<file path="config.mk">
export PLATFORM = sky130hd
export DESIGN_NAME = cmd_encoder
export DESIGN_NICKNAME = d
export VERILOG_FILES = /design/src/rtl/cmd_encoder.sv
export SDC_FILE = /design/constraint.sdc
export NUM_CORES = 1
export LEC_CHECK = 0
export ABC_AREA = 1
export ABC_CLOCK_PERIOD_IN_PS = 2900
export CORE_ASPECT_RATIO = 0.75
export CORE_UTILIZATION = 27
export CTS_CLUSTER_SIZE = 10
export DETAILED_ROUTE_END_ITERATION = 12
export GPL_TIMING_DRIVEN = 0
export HOLD_SLACK_MARGIN = 0.02
export PLACE_DENSITY_LB_ADDON = 0.3
export SLEW_MARGIN = 20
export SYNTH_ARGS = -nofsm -noshare
export SYNTH_HDL_FRONTEND = slang
export SYNTH_SLANG_ARGS = --single-unit
</file>
<file path="constraint.sdc">
create_clock -name clk -period 2.9 [get_ports clk]
set_input_delay 0.58 -clock clk [delete_from_list [all_inputs] [get_ports clk]]
set_output_delay 0.58 -clock clk [all_outputs]
set_load 0.01 [all_outputs]
</file>
<file path="src/rtl/cmd_encoder.sv">
// Button-to-command producer: synchronise, debounce, press-edge, mode gating, priority encode, show-ahead FIFO.
// Optional build macro CMD_REPEAT_EN adds auto-repeat for held movement buttons.
module cmd_encoder #(
    parameter int DEBOUNCE_CYCLES = 16,
    parameter int FIFO_DEPTH      = 8,
    parameter int REPEAT_CYCLES   = 64
) (
    input  logic                          clk,
    input  logic                          rst_n,
    input  logic [6:0]                    btn_raw,
    input  logic                          on_enemy,
    input  logic                          hacks_en,
    input  logic                          cmd_ready,
    output logic                          cmd_valid,
    output logic [15:0]                   cmd_data,
    output logic [$clog2(FIFO_DEPTH):0]   fifo_level,
    output logic                          overflow,
    input  logic                          overflow_clr
);
    localparam int PW = $clog2(FIFO_DEPTH);
    localparam int CW = $clog2(DEBOUNCE_CYCLES + 1);

    if (DEBOUNCE_CYCLES < 1 || FIFO_DEPTH < 2 || (1 << PW) != FIFO_DEPTH || REPEAT_CYCLES < 1) begin : g_bad_params
        $error("cmd_encoder: illegal parameter value");
    end

    logic [6:0] btn_event;

    for (genvar gi = 0; gi < 7; gi++) begin : g_btn
        logic          sync1_q, sync2_q;
        logic          deb_q, deb_d, deb_prev_q;
        logic [CW-1:0] cnt_q, cnt_d;

        // Counter only runs while the synced value disagrees with the debounced level.
        always_comb begin
            deb_d = deb_q;
            cnt_d = '0;
            if (sync2_q != deb_q) begin
                if (cnt_q == CW'(DEBOUNCE_CYCLES - 1)) begin
                    deb_d = sync2_q;
                end else begin
                    cnt_d = cnt_q + 1'b1;
                end
            end
        end

        always_ff @(posedge clk or negedge rst_n) begin
            if (!rst_n) begin
                sync1_q    <= 1'b0;
                sync2_q    <= 1'b0;
                deb_q      <= 1'b0;
                deb_prev_q <= 1'b0;
                cnt_q      <= '0;
            end else begin
                sync1_q    <= btn_raw[gi];
                sync2_q    <= sync1_q;
                deb_q      <= deb_d;
                deb_prev_q <= deb_q;
                cnt_q      <= cnt_d;
            end
        end

`ifdef CMD_REPEAT_EN
        if (gi < 4) begin : g_rep
            localparam int RW = $clog2(REPEAT_CYCLES + 1);
            logic [RW-1:0] rep_q, rep_d;
            logic          rep_hit;

            // Counts cycles of a sustained hold; the initial press cycle restarts it.
            assign rep_hit = deb_q & deb_prev_q & (rep_q == RW'(REPEAT_CYCLES - 1));

            always_comb begin
                rep_d = '0;
                if (deb_q && deb_prev_q && !rep_hit) begin
                    rep_d = rep_q + 1'b1;
                end
            end

            always_ff @(posedge clk or negedge rst_n) begin
                if (!rst_n) begin
                    rep_q <= '0;
                end else begin
                    rep_q <= rep_d;
                end
            end

            assign btn_event[gi] = (deb_q & ~deb_prev_q) | rep_hit;
        end else begin : g_norep
            assign btn_event[gi] = deb_q & ~deb_prev_q;
        end
`else
        assign btn_event[gi] = deb_q & ~deb_prev_q;
`endif
    end

    logic [6:0]    pending_q, pending_d;
    logic          overflow_q, overflow_d;
    logic [PW:0]   count_q, count_d;
    logic [PW-1:0] wr_ptr_q, wr_ptr_d, rd_ptr_q, rd_ptr_d;
    logic [15:0]   mem_q [FIFO_DEPTH];

    logic          sel_found, sel_allowed, push, pop, full;
    logic [2:0]    sel_idx;
    logic [15:0]   sel_code;

    // Lowest-index pending button wins; gating decides whether it is pushed or discarded.
    always_comb begin
        sel_found = 1'b0;
        sel_idx   = 3'd0;
        for (int k = 6; k >= 0; k--) begin
            if (pending_q[k]) begin
                sel_found = 1'b1;
                sel_idx   = 3'(k);
            end
        end
        if (sel_idx < 3'd4) begin
            sel_allowed = !on_enemy;
        end else if (sel_idx < 3'd6) begin
            sel_allowed = on_enemy;
        end else begin
            sel_allowed = hacks_en;
        end
        sel_code = (sel_idx == 3'd6) ? 16'h0010 : {13'd0, sel_idx + 3'd1};
    end

    assign cmd_valid  = (count_q != '0);
    assign cmd_data   = cmd_valid ? mem_q[rd_ptr_q] : 16'h0000;
    assign fifo_level = count_q;
    assign overflow   = overflow_q;
    assign full       = (count_q == (PW+1)'(FIFO_DEPTH));
    assign pop        = cmd_valid & cmd_ready;
    assign push       = sel_found & sel_allowed & (!full | pop);

    always_comb begin
        pending_d = pending_q;
        if (sel_found && (!sel_allowed || push)) begin
            pending_d[sel_idx] = 1'b0;
        end
        // A new press on a still-pending button is lost rather than merged.
        pending_d = pending_d | (btn_event & ~pending_q);

        overflow_d = overflow_q;
        if (|(btn_event & pending_q)) begin
            overflow_d = 1'b1;
        end else if (overflow_clr) begin
            overflow_d = 1'b0;
        end

        count_d  = count_q;
        wr_ptr_d = wr_ptr_q;
        rd_ptr_d = rd_ptr_q;
        if (push) begin
            wr_ptr_d = wr_ptr_q + 1'b1;
        end
        if (pop) begin
            rd_ptr_d = rd_ptr_q + 1'b1;
        end
        case ({push, pop})
            2'b10:   count_d = count_q + 1'b1;
            2'b01:   count_d = count_q - 1'b1;
            default: count_d = count_q;
        endcase
    end

    always_ff @(posedge clk or negedge rst_n) begin
        if (!rst_n) begin
            pending_q  <= '0;
            overflow_q <= 1'b0;
            count_q    <= '0;
            wr_ptr_q   <= '0;
            rd_ptr_q   <= '0;
        end else begin
            pending_q  <= pending_d;
            overflow_q <= overflow_d;
            count_q    <= count_d;
            wr_ptr_q   <= wr_ptr_d;
            rd_ptr_q   <= rd_ptr_d;
        end
    end

    // Storage needs no reset: count and pointers define which entries are live.
    always_ff @(posedge clk) begin
        if (push) begin
            mem_q[wr_ptr_q] <= sel_code;
        end
    end
endmodule

</file>
# [Word level (Yosys, flattened, before mapping)]
# Memories as Yosys holds them, arrays and structs flattened.
# Index checks and enable logic that the tools add are counted.
[classes] add_sub_neg=12 order_cmp=4 n_eq_ne=18 muxes=40 bitwise=24 reduce_logical=17
[op_table] op="$mux W5" count=15
[op_table] op="$add A5 B1 Y5 const B" count=7
[op_table] op="$eq A5 B4 Y1 const B" count=7
[op_table] op="$and A7 B7 Y7" count=3
[op_table] op="$mux W3" count=7
[op_table] op="$mux W16" count=1
[op_table] op="$mux W1" count=14
[op_table] op="$not A7 Y7" count=2
[op_table] op="$reduce_and A2 Y1" count=7
[op_table] op="$and A1 B1 Y1" count=10
[op_table] op="$add A3 B1 Y3 const B" count=3
[op_table] op="$pmux W4 S2" count=1
[op_table] op="$mux W7" count=1
[op_table] op="$ne A1 B1 Y1" count=7
[op_table] op="$not A1 Y1" count=7
[op_table] op="$or A7 B7 Y7" count=1
[op_table] op="$reduce_or A7 Y1" count=1
[op_table] op="$lt A3 B3 Y1 const B" count=2
[op_table] op="$add A4 B1 Y4 const B" count=1
[op_table] op="$eq A4 B4 Y1 const B" count=1
[op_table] op="$lt A3 B4 Y1 const B" count=1
[op_table] op="$reduce_bool A2 Y1" count=2
[op_table] op="$reduce_bool A4 Y1" count=1
[op_table] op="$sub A4 B1 Y4 const B" count=1
[op_table] op="other kinds (9)" count=12
[word_totals] regBits=81 ram_bits=40 inputBits=13 out_inout_bits=22 word_cells=156 mem_count=1
[mem_list] memory="mem_q" depth=8 width=5 rd=1 rd_ports_with_merged_regs=0 write_ports=1 line_no="100" source="logic [15:0] mem_q [FIFO_DEPTH];"

# [Depth between registers and ports, before layout]
[depth] ltp_word=16 mapped_depth=15 mapped_depth_nobuf=14

# [Least setup slack after synthesis]
# Ideal clock, no wire load.
[synth_path] kind="flip-flop to flip-flop" start="register pending_q[1]" end="register count_q[2], in the netlist fifo_level[2]" setup_ps=127 arrival_ps=2117 required_ps=2773 path_slack_ps=656 path_stages_with_launch=16 n_path_buf=1 synth_period_minus_slack_ps=2244 path_cell_list="dfrtp_1 > nor2_4 > nand2_4 > nor2_8 > nand2_2 > nand2_2 > inv_2 > nand2_4 > nand2_4 > buf_6 > ha_1 > xor2_1 > ha_1 > a21oi_1 > xor2_1 > o21ai_0"
[synth_between] elab_chain_len=9 word_cells_on_any_way=14 cone_classes="2 x order compare; 2 x eq/ne; 7 x mux; 2 x bitwise; 1 x reduce/logical"
[synth_rtl] item="start, declared" line_no="96" source="logic [6:0] pending_q, pending_d;"
[synth_rtl] item="start signal, assigned" line_no="173" source="pending_q <= pending_d;"
[synth_rtl] item="$mux W3 (2 in a row)" line_no="111" source="if (pending_q[k]) begin"
[synth_rtl] item="$lt A3 B3 Y1" line_no="118" source="end else if (sel_idx < 3'd6) begin"
[synth_rtl] item="$mux W1" line_no="118"
[synth_rtl] item="$mux W1" line_no="116" source="if (sel_idx < 3'd4) begin"
[synth_rtl] item="$and A1 B1 Y1 (*) (2 in a row)" line_no="132" source="assign push = sel_found & sel_allowed & (!full | pop);"
[synth_rtl] item="$eq A2 B1 Y1 or $eq A2 B2 Y1 (tied branches)" line_no="158" source="case ({push, pop})"
[synth_rtl] item="$pmux W4 S2 or $reduce_bool A2 Y1 (tied branches)"
[synth_rtl] item="end signal, assigned" line_no="175" source="count_q <= count_d;"
[synth_rtl] item="end, declared" line_no="98" source="logic [PW:0] count_q, count_d;"
# Mark *: on every way between the ends. The rest lies on a longest branch, timed or not.
# A chain may end at the register's enable or synchronous reset.

# [Worst setup path after layout]
[layout_path] start="register count_q[0], in the netlist fifo_level[0]" end="output cmd_data[4]"
[layout_between] elab_chain_len=2
[layout_rtl] item="$reduce_bool A4 Y1" line_no="126" source="assign cmd_valid = (count_q != '0);"
[layout_rtl] item="$mux W16" line_no="127" source="assign cmd_data = cmd_valid ? mem_q[rd_ptr_q] : 16'h0000;"
[layout_rtl] item="end, declared" line_no="15" source="output logic [15:0] cmd_data,"
# Every way passes these cells.

==> metrics.txt <==
status finished clean; post-DR wirelength/cell about 11 um; die span in y approximately 120 um; Area Growth Syn to Fin 24.3%; Seq/Total Area, Yosys roughly 60%; Flop pwr share around two fifths; crit path kind reg -> out; Final setup viols 0; vias in the first global route around 3,100; worst-margin pin slew 0.761 ns; Syn Area/Cell about 10 sq um; mapped cell area between 0.004 and 0.005 sq mm; Syn Inst Count between 400 and 500; leak pwr around 2.7 nW; metal2 WL 3820 um; switching pwr between 1 and 1.5 mW; Detailed Route Iter0 Violations between 150 and 200; Vias/cell 4.01; CP Data Arrival Time roughly 2.2 ns; fin nets 543; clk buf depth 2; RSZ-0062 raised after global routing no; DP HPWL approximately 6000 um; Port Buffers 22; Sw Share roughly 28%; Worst Clk Skew 0.0125 ns; Chip Width roughly 160 um; via count between 3,000 and 4,000; worst reg2reg startpoint pending_q[0]; clock network power share about two fifths; final WL approximately 8500 um; clk slew on worst S/H paths 0.05 ns; Max Fclk ~360 MHz; worst vdd ir about 0.00035 V; Internal Pwr Total about 3.5 mW; initial antenna violation count 0; # DRC 0; Register Area between 0.002 and 0.003 sq mm; critical-path maximum fanout 6; Final period util a little over nine tenths; DIE AREA 0.0186 sq mm; Pre-antenna DRT Iters 4; first-pass GRT wire length ~15,000 um; number of synthesized register bits ~110; placed cell area roughly 0.0055 sq mm; CTS Sinks between 100 and 150; # Post-CTS Setup Buffers 0; Synth cell types 33; Critical Path End cmd_data[4]; Core Box Area around 0.018 sq mm; Worst Setup SP fifo_level[0]; minimum clock period ~2.8 ns; capturing point of the worst reg2reg path fifo_level[2]; Logic pwr share roughly 20%; cell area after layout about 0.0061 sq mm; CTS tree done; top sig layer met4; Worst EP required 2.32 ns; met3 WL between 300 and 400 um; Slew HR between 40 and 50%; IO Count 35; reg2reg path depth 15; total CTS buffers 17; clk root buf clkbuf_16; startpoint type of the worst setup path register; Final Slew Violations 0; n_diodes 0; # rows 42; Hold Fails Final Rpt 0; H-tree levels 4; Placer Congestion just under 0.8; Clock Latency Late Sink around 0.4 ns; CP Capture Type output pin; gr usage total 10.4%; worst-case hold slack about 0.11 ns; Power Density 816 mW/mm^2; layout cells sized above 1 between 10% and 20%; Multi-input gate area about 0.0016 sq mm; synth warn 0; number of fill cells in the layout 1,783; largest net degree at the start of global routing around 50; met1 WL around 4200 um; MaxCap Viol Count 0; flop2flop setup slack between 0.4 and 0.5 ns; global route overflow 0; Initial Util approximately 28%; Hold Crit Class in -> async; Final ANT Viol Nets 0
## synthesized netlist by cell type
library cell | count | area share (%)
a31oi_1 | 4 | 0.51
a21oi_1 | 11 | 1.1
nor3_1 | 17 | 1.7
xnor2_1 | 10 | 1.8
nand2_4 | 3 | 0.69
nand2_1 | 64 | 4.9
edfxtp_1 | 32 | 20
nor2_2 | 1 | 0.13
mux2_2 | 7 | 1.6
clkbuf_1 | 2 | 0.15
dfrtp_1 | 81 | 42
nor2_8 | 1 | 0.41
conb_1 | 1 | 0.077
clkinv_1 | 1 | 0.077
nand3b_1 | 1 | 0.15
ha_1 | 13 | 3.3
buf_6 | 1 | 0.23
o21ai_0 | 31 | 3.2
inv_1 | 57 | 4.4
nand2_2 | 4 | 0.51
nand3_1 | 19 | 1.9
nor2_1 | 58 | 4.5
buf_4 | 12 | 1.8
nand3_2 | 1 | 0.21
and3_1 | 5 | 0.64
xor2_1 | 13 | 2.3
or2_2 | 2 | 0.26
nand4_1 | 1 | 0.13
o22ai_1 | 6 | 0.77
inv_2 | 1 | 0.077
buf_2 | 2 | 0.21
nor4_1 | 1 | 0.13
nor2_4 | 3 | 0.69
## state kept, by name, indices dropped and copies added, names as in the netlist
name and count:
wr_ptr_q 3, overflow 1, rd_ptr_q 3, fifo_level 4
g_btn.sync2_q 7, g_btn.cnt_q 35, g_btn.deb_prev_q 7, pending_q 7
g_btn.deb_q 7, mem_q 32, g_btn.sync1_q 7
## power by group through the flow
stage	clock network (mW)	logic, mW	registers [mW]
global route	2.20	1.13	1.92
finish	2.06	0.994	1.90
CTS	2.12	1.01	1.89
detailed placement	0	1.04	1.88
floorplan	0	0.635	1.88
global placement	0	1.01	1.88
## layer usage
layer  vias up  GRT usage (%)
li1       1598              -
met1      1441           13.4
met2        48           15.9
met3         6           3.56
met4         0           3.82
met5         -              0
## placed cells by master (no fill, tap or decap), types with 2 or more instances in the layout
cell	Yosys	final
nand2_4	3	3
clkinvlp_4	0	4
nor2_1	58	58
clkinv_2	0	4
dfrtp_2	0	2
nor2_4	3	3
clkbuf_16	0	17
o22ai_1	6	6
nand2_1	64	64
conb_1	1	12
or2_2	2	2
ha_1	13	13
inv_2	1	2
bufinv_16	0	3
clkinv_4	0	3
dfrtp_1	81	79
mux2_2	7	7
nor3_1	17	17
inv_1	57	55
edfxtp_1	32	32
clkdlybuf4s50_1	0	20
nand2_2	4	4
xor2_1	13	13
nand3_1	19	19
xnor2_1	10	10
o21ai_0	31	31
a21oi_1	11	11
and3_1	5	5
buf_4	12	14
a31oi_1	4	4
## area by class of cell
class	count	area share [%]
Clock inverter	14	2.74
Multi-Input combinational cell	288	26.2
Clock buffer	18	7.08
Tap cell	242	4.99
Sequential cell	113	49.3
Inverter	59	3.69
Timing Repair Buffer	23	4.08
Buffer	15	1.88
## worst max-delay path, cell delays in order, from the launching register on
cell             delay (ns)
dfrtp_1                0.44
inv_1                  0.06
nand2_1                0.08
nor3_1                 0.05
inv_1                  0.17
o21ai_0                0.15
a31oi_1                0.23
clkdlybuf4s50_1        0.59
## what timing repair did
item | CTS | global route
gates resized for setup | 3 | 4
hold endpoints to repair | 0 | 0
endpoints found under the setup margin | 4 | 4
hold buffers | 0 | 0
## worst min path at each step
stage,end,startpoint,cells past startpoint,slack (ns)
final,g_btn[1].sync1_q,rst_n,1,0.11
after global routing,g_btn[1].sync1_q,rst_n,1,0.13
after global placement,g_btn[3].sync2_q,g_btn[3].sync1_q,0,0.33
after CTS,g_btn[1].sync1_q,rst_n,1,0.11
after floorplan,fifo_level[0],rst_n,0,0.28
after detailed placement,g_btn[3].sync2_q,g_btn[3].sync1_q,0,0.33
## metrics by stage
step | setup slack [ns] | total power [mW] | instances | util (%) | setup TNS, ns
floorplan | 0.656 | 2.51 | 477 | - | 0
global placement | -1.62 | 2.90 | 741 | 30.8 | -130.74
detailed placement | -0.0949 | 2.93 | 742 | 31.0 | -0.0949
CTS | 0.0188 | 5.02 | 772 | 34.3 | 0
global route | 0.00962 | 5.25 | 772 | 34.4 | 0
finish | 0.150 | 4.95 | 772 | 34.4 | 0
## kinds of logic (layout without fill, tap and decap cells)
family / after synthesis / after routing / share of synthesized area [%]
buf+inv: 76 / 129 / 6.98
other cells: 1 / 12 / 0.0769
mux: 7 / 7 / 1.62
xor+xnor: 23 / 23 / 4.13
simple gates: 181 / 181 / 17.0
compound gates: 52 / 52 / 5.59
flops: 113 / 113 / 61.2
fa+ha+maj: 13 / 13 / 3.33
Power figures use the tool's default switching activity.
